**src/rtl/hw_int_ctrl.sv**
```systemverilog
// hw_int_ctrl - hardware interrupt controller feeding the CP0 HWInt[5:0] input.
//
// Each source is captured either edge-triggered (held as pending until cleared
// by a PEND write-one-to-clear or a CP0 acknowledge) or level-triggered (PEND
// follows the source). Pending bits are masked and priority-encoded, with
// index 0 being the highest priority.
//
// Ports
//   clk      in   1   rising-edge clock
//   reset    in   1   asynchronous, active-low reset
//   src      in   6   raw interrupt sources, synchronous to clk
//   addr     in   4   bridge byte offset ([1:0] ignored)
//   we       in   1   bridge write strobe
//   wdata    in   32  bridge write data
//   rdata    out  32  bridge read data, combinational from addr
//   int_ack  in   1   CP0 acknowledge pulse
//   ack_id   in   3   source id being acknowledged
//   hwint    out  6   pend & mask
//   irq      out  1   |hwint
//   irq_id   out  3   lowest set index of hwint, 7 when none
//
// Register map
//   0x0 MASK   RW  [5:0]
//   0x4 MODE   RW  [5:0]  1 = edge, 0 = level
//   0x8 PEND   R/W1C [5:0] (clear only affects edge-mode bits)
//   0xC STATUS RO  {irq at [8], irq_id at [2:0]}
module hw_int_ctrl #(
  parameter int          NSRC     = 6,
  parameter logic [5:0]  MASK_RST = 6'h3f,
  parameter logic [5:0]  MODE_RST = 6'h04
) (
  input  logic        clk,
  input  logic        reset,
  input  logic [5:0]  src,
  input  logic [3:0]  addr,
  input  logic        we,
  input  logic [31:0] wdata,
  output logic [31:0] rdata,
  input  logic        int_ack,
  input  logic [2:0]  ack_id,
  output logic [5:0]  hwint,
  output logic        irq,
  output logic [2:0]  irq_id
);

  // Bits at or above NSRC do not exist: they never store, never assert hwint.
  localparam logic [5:0] VALID = 6'((7'd1 << NSRC) - 7'd1);

  logic [5:0] mask_q;
  logic [5:0] mode_q;
  logic [5:0] pend_q;
  logic [5:0] src_q;

  logic       sel_mask;
  logic       sel_mode;
  logic       sel_pend;
  logic       sel_stat;
  logic [5:0] rise;
  logic [5:0] clr;
  logic [5:0] pend_d;

  logic       unused_bits;
  assign unused_bits = ^{addr[1:0], wdata[31:6]};

  assign sel_mask = (addr[3:2] == 2'd0);
  assign sel_mode = (addr[3:2] == 2'd1);
  assign sel_pend = (addr[3:2] == 2'd2);
  assign sel_stat = (addr[3:2] == 2'd3);

  assign rise = src & ~src_q;

  always_comb begin
    clr    = '0;
    pend_d = '0;
    for (int i = 0; i < 6; i++) begin
      // ack_id values at or above NSRC match no existing source
      clr[i] = (we & sel_pend & wdata[i]) |
               (int_ack & (ack_id == 3'(i)) & (i < NSRC));
      // A new edge wins over a clear landing in the same cycle
      if (mode_q[i])
        pend_d[i] = rise[i] | (pend_q[i] & ~clr[i]);
      else
        pend_d[i] = src[i];
    end
    pend_d = pend_d & VALID;
  end

  always_ff @(posedge clk or negedge reset) begin
    if (!reset) begin
      mask_q <= MASK_RST & VALID;
      mode_q <= MODE_RST & VALID;
      pend_q <= '0;
      src_q  <= '0;
    end else begin
      src_q  <= src;
      pend_q <= pend_d;
      if (we && sel_mask) mask_q <= wdata[5:0] & VALID;
      if (we && sel_mode) mode_q <= wdata[5:0] & VALID;
    end
  end

  assign hwint = pend_q & mask_q;
  assign irq   = |hwint;

  always_comb begin
    irq_id = 3'd7;
    for (int i = 5; i >= 0; i--) begin
      if (hwint[i]) irq_id = 3'(i);
    end
  end

  always_comb begin
    rdata = '0;
    if (sel_mask) rdata = {26'd0, mask_q};
    if (sel_mode) rdata = {26'd0, mode_q};
    if (sel_pend) rdata = {26'd0, pend_q};
    if (sel_stat) rdata = {23'd0, irq, 5'd0, irq_id};
  end

endmodule

```
**config.mk**
```make
export PLATFORM = sky130hd
export DESIGN_NAME = hw_int_ctrl
export DESIGN_NICKNAME = d
export VERILOG_FILES = /design/src/rtl/hw_int_ctrl.sv
export SDC_FILE = /design/constraint.sdc
export NUM_CORES = 1
export LEC_CHECK = 0
export CORE_ASPECT_RATIO = 0.5
export CORE_MARGIN = 4
export CORE_UTILIZATION = 41
export CTS_BUF_LIST = sky130_fd_sc_hd__clkbuf_8
export CTS_CLUSTER_DIAMETER = 30
export DETAILED_ROUTE_END_ITERATION = 10
export GPL_ROUTABILITY_DRIVEN = 1
export PLACE_DENSITY = 0.91
export RECOVER_POWER = 25
export SETUP_SLACK_MARGIN = 0.2
export SLEW_MARGIN = 20
export SYNTH_ARGS = -nofsm -noshare
export SYNTH_HDL_FRONTEND = slang
export SYNTH_SLANG_ARGS = --single-unit
```
**constraint.sdc**
```tcl
create_clock -name clk -period 3.4 [get_ports clk]
set_input_delay 0.68 -clock clk [delete_from_list [all_inputs] [get_ports clk]]
set_output_delay 0.68 -clock clk [all_outputs]
set_load 0.005 [all_outputs]
```
**After elaboration in Yosys (flattened, before gate mapping)**

Cells that the tools add are included.

- Logic and storage cells: 73
- Input bits: 49
- Bits in registers: 24

- Bitwise operators: 40
- Equality and inequality tests: 8
- Reduce and logical (&&, ||, !) cells: 5
- Mux-type cells: 16

Operators by type and width:

| operator | number |
|---|---|
| two-way mux 32 bit | 3 |
| bitwise AND 1 bit | 19 |
| bitwise AND 6 bit | 2 |
| two-way mux 3 bit | 4 |
| OR 1 bit | 12 |
| == test 3 x 2 -> 1 bit (second input constant) | 2 |
| == test 3 bit (second input constant) | 2 |
| two-way mux 1 bit | 6 |
| two-way mux 6 bit | 1 |
| inverter 1 bit | 6 |
| inverter 6 bit | 1 |
| OR reduction 6 bit | 1 |
| == test 2 bit (second input constant) | 2 |
| two-way mux 2 bit | 2 |
| == test 3 x 1 -> 1 bit (second input constant) | 1 |
| zero test 3 bit | 1 |
| == test 2 x 1 -> 1 bit (second input constant) | 1 |
| logical AND 1 bit | 2 |
| zero test 2 bit | 1 |

**Logic depth before layout (Yosys ltp)**

- Depth in word-level cells: 8
- Mapped depth: 6
- Mapped depth without buffers: 5

**Worst setup path before layout**

No wires, ideal clock.

- Path kind: input-to-output
- Start point: input addr[3]
- End point: output rdata[2]
- Setup slack: 1.373 ns
- Arrival time: 1.347 ns
- Stages on the path: 2
- Required time: 2.720 ns
- Cells stage by stage: buf_6 mux4_1

- Longest elaborated chain between the ends: 5
- Elaborated cells on any way between the ends: 8

RTL lines:

| what | line | RTL |
|---|---|---|
| start, declared | 35 | `input logic [3:0] addr,` |
| zero test 2 bit | 65 | `assign sel_mask = (addr[3:2] == 2'd0);` |
| two-way mux 6 bit | 114 | `if (sel_mask) rdata = {26'd0, mask_q};` |
| two-way mux 32 bit | 115 | `if (sel_mode) rdata = {26'd0, mode_q};` |
| two-way mux 32 bit | 116 | `if (sel_pend) rdata = {26'd0, pend_q};` |
| two-way mux 32 bit (*) | 117 | `if (sel_stat) rdata = {23'd0, irq, 5'd0, irq_id};` |
| end, declared | 38 | `output logic [31:0] rdata,` |

Every way passes the cells marked *; elsewhere a longest branch is shown, timed or not.

**Final worst setup path**

Same ends and word-level chain as after synthesis.

==> results.json <==
{
  "worst_pin_slew_ns": 1.19,
  "ys.flop_type": "dfrtp_1",
  "rsz0062_at_grt": "no",
  "finalSetupViolCount": 0,
  "cap_violations": 0,
  "vdd_ir_drop_max_mv": 0.153,
  "core_area_um2": 3190,
  "holdCritStartpoint": "src_q[3]",
  "critical_path_required_ns": 2.72,
  "postCtsResizedCells": 0,
  "root_buffer": "clkbuf_8",
  "cts.sinks": 24,
  "ys_types": 33,
  "grt_max_degree": 25,
  "drt_iter0_markers": 64,
  "period_minus_slack_ns": 3.08,
  "path_clk_slew_ns": 0.08,
  "final_antenna_net_count": 0,
  "area_growth_pct": 25.6,
  "wl_per_cell_um": 15.2,
  "cts_max_level": 1,
  "vias_per_cell": 4.99,
  "io-pin-count": 91,
  "p_clk_share_pct": 26.4,
  "syn_avg_cell_area_um2": 11.3,
  "numCtsBuffers": 3,
  "stdcell_area_um2": 1810,
  "dpl_cell_area_um2": 1750,
  "p_comb_share_pct": 32.1,
  "status": "complete, no violations",
  "p_sw_w": 0.000249,
  "power-per-cell-area_nw_per_um2": 511,
  "cp.arrival_ns": 2.40,
  "skew_ns": 0.000765,
  "instances_no_fill": 214,
  "yosys.area.top_type": "dfrtp_1",
  "end_kind": "output pin",
  "diodes": 0,
  "routed_wl_mm": 3.26,
  "globalplace.congestion": 0.820,
  "r2r-start": "mode_q[2]",
  "slew_headroom_pct": 20.6,
  "crit_type": "input port to output pin",
  "sw_frac_of_total_pct": 26.9,
  "fin_hold_ws_ns": 0.560,
  "cts_tree": "done",
  "fin_tns_setup_ns": 0,
  "start_util_pct": 45.3,
  "row_count": 14,
  "finalMaxSlewViolations": 0,
  "n_fill_cell": 257,
  "final_core_util_pct": 56.9,
  "hold_viol_final": 0,
  "p_int_w": 0.000677,
  "dp_cells": 210,
  "drc_errors": 0,
  "vias": 1068,
  "nets": 216,
  "grt_pass1_vias": 1107,
  "synth_top_area_share_pct": 29.5,
  "portBuffers": 37,
  "drive_above_1_share_pct": 22.9,
  "dieArea_um2": 4590,
  "die_width_um": 91.9,
  "power.share.sequential_pct": 41.5,
  "ys.warnings.count": 0,
  "ys_ff_latch": 24,
  "gr-total-overflow": 0,
  "post_cts_buffers": 0,
  "crit_start": "addr[3]",
  "async_reset_ff_share_pct": 100,
  "grt.total_usage_pct": 15.2,
  "cts_hold_buffers": 0,
  "fin_crit_sh_pct": 90.7,
  "cp_max_fo": 5,
  "first_pass_iters": 4,
  "die_y_um": 50.0,
  "max_freq_mhz": 324,
  "clk_latency_ns": 0.26,
  "grt_pass1_wl_mm": 5.46,
  "syn_area_um2": 1440,
  "synth-edff-count": 0,
  "yosysSeqAreaShare_pct": 42.2,
  "start_kind": "input port",
  "synth_area_leaders": "dfrtp_1 (29%), buf_4 (13%), dfstp_2 (13%), mux2_2 (9.4%), nand2_1 (4.9%)",
  "hold_class": "flop to flop",
  "antenna_found_initial": 0,
  "netlist_instances": 128,
  "place_hpwl_mm": 2.48,
  "clockBufferDepth": 2,
  "p_leak_nw": 0.803
}
## power groups by stage
stage	Combinational [W]	Clock, W	Sequential (W)
6_report	0.000298	0.000244	0.000384
5_1_grt	0.000325	0.000259	0.000392
4_1_cts	0.000299	0.000251	0.000384
3_5_place_dp	0.000296	0	0.000387
3_3_place_gp	0.000286	0	0.000384
2_1_floorplan	0.000172	0	0.000373
## worst max-delay path: stages
cell	delay, ns
clkdlybuf4s50_1	0.61
mux4_1	0.62
clkdlybuf4s50_1	0.50
## cell type report
| class | count | area (um^2) | share of cell area, % |
|---|---|---|---|
| clock buffers | 3 | 41.3 | 2.28 |
| clock inverters | 1 | 30.0 | 1.66 |
| inverters | 2 | 7.51 | 0.414 |
| multi-input cells | 98 | 693 | 38.2 |
| flip-flops and latches | 24 | 609 | 33.6 |
| repair buffers | 38 | 372 | 20.5 |
| well taps | 48 | 60.1 | 3.31 |
## registers in the layout, indices dropped and copies added (netlist names)
signal,cells
mask_q,6
mode_q,6
src_q,6
pend_q,6
## cells by family (layout without fill, tap and decap cells)
family | after synthesis | in the layout | synth area share [%]
AO/OA/AOI/OAI | 19 | 19 | 11.3
flip-flops | 24 | 24 | 42.2
multiplexers | 18 | 18 | 16.4
buffers and inverters | 30 | 44 | 16.0
AND/OR/NAND/NOR | 36 | 36 | 13.9
other | 1 | 25 | 0.260
## path summary, 6_finish.rpt
check,end,slack (ns),cells after the start
setup reg to reg,pend_q[2],2.40,3
setup / recovery,rdata[2],0.32,3
hold reg to reg,pend_q[3],0.56,2
hold / removal,pend_q[3],0.56,2
max in group asynchronous,pend_q[5],2.06,1
min in group asynchronous,pend_q[4],0.63,1
## per-layer routing
layer	track usage [%]	vias to the layer above	routed length, um
met5	0	-	0
met4	8.62	0	106
met3	3.50	14	220
met2	26.2	58	1650
met1	17.5	524	1280
li1	-	472	-
## through the flow
stage	power (W)	setup WS, ns
after global placement	0.000671	0.366
final	0.000927	0.315
after global routing	0.000976	0.270
after CTS	0.000933	0.303
after detailed placement	0.000683	0.307
after floorplan	0.000544	1.37
## layout by cell type (no fill, tap or decap), types with 3 or more instances in the layout
cell type / n
dfrtp_1: 17
o21ai_0: 3
mux2_2: 12
clkbuf_8: 3
dfstp_2: 7
conb_1: 25
mux2i_1: 3
nand2_1: 19
a22o_1: 3
a21o_1: 4
nor2b_1: 3
clkdlybuf4s50_1: 36
a221oi_2: 3
## cells in the mapped netlist, types with 2 or more instances
cell type and count:
a22o_1 3, a221oi_2 3, and2_1 2, nor2b_1 3, and2_4 2, nand2_1 19
buf_4 25, mux2_2 12, a31oi_1 2, nor2_1 2, dfstp_2 7, mux2i_1 3
buf_6 2, o21ai_0 3, dfrtp_1 17, mux4_2 2, nor3_2 2, a21o_1 4
(Power assumes the default switching activity.)
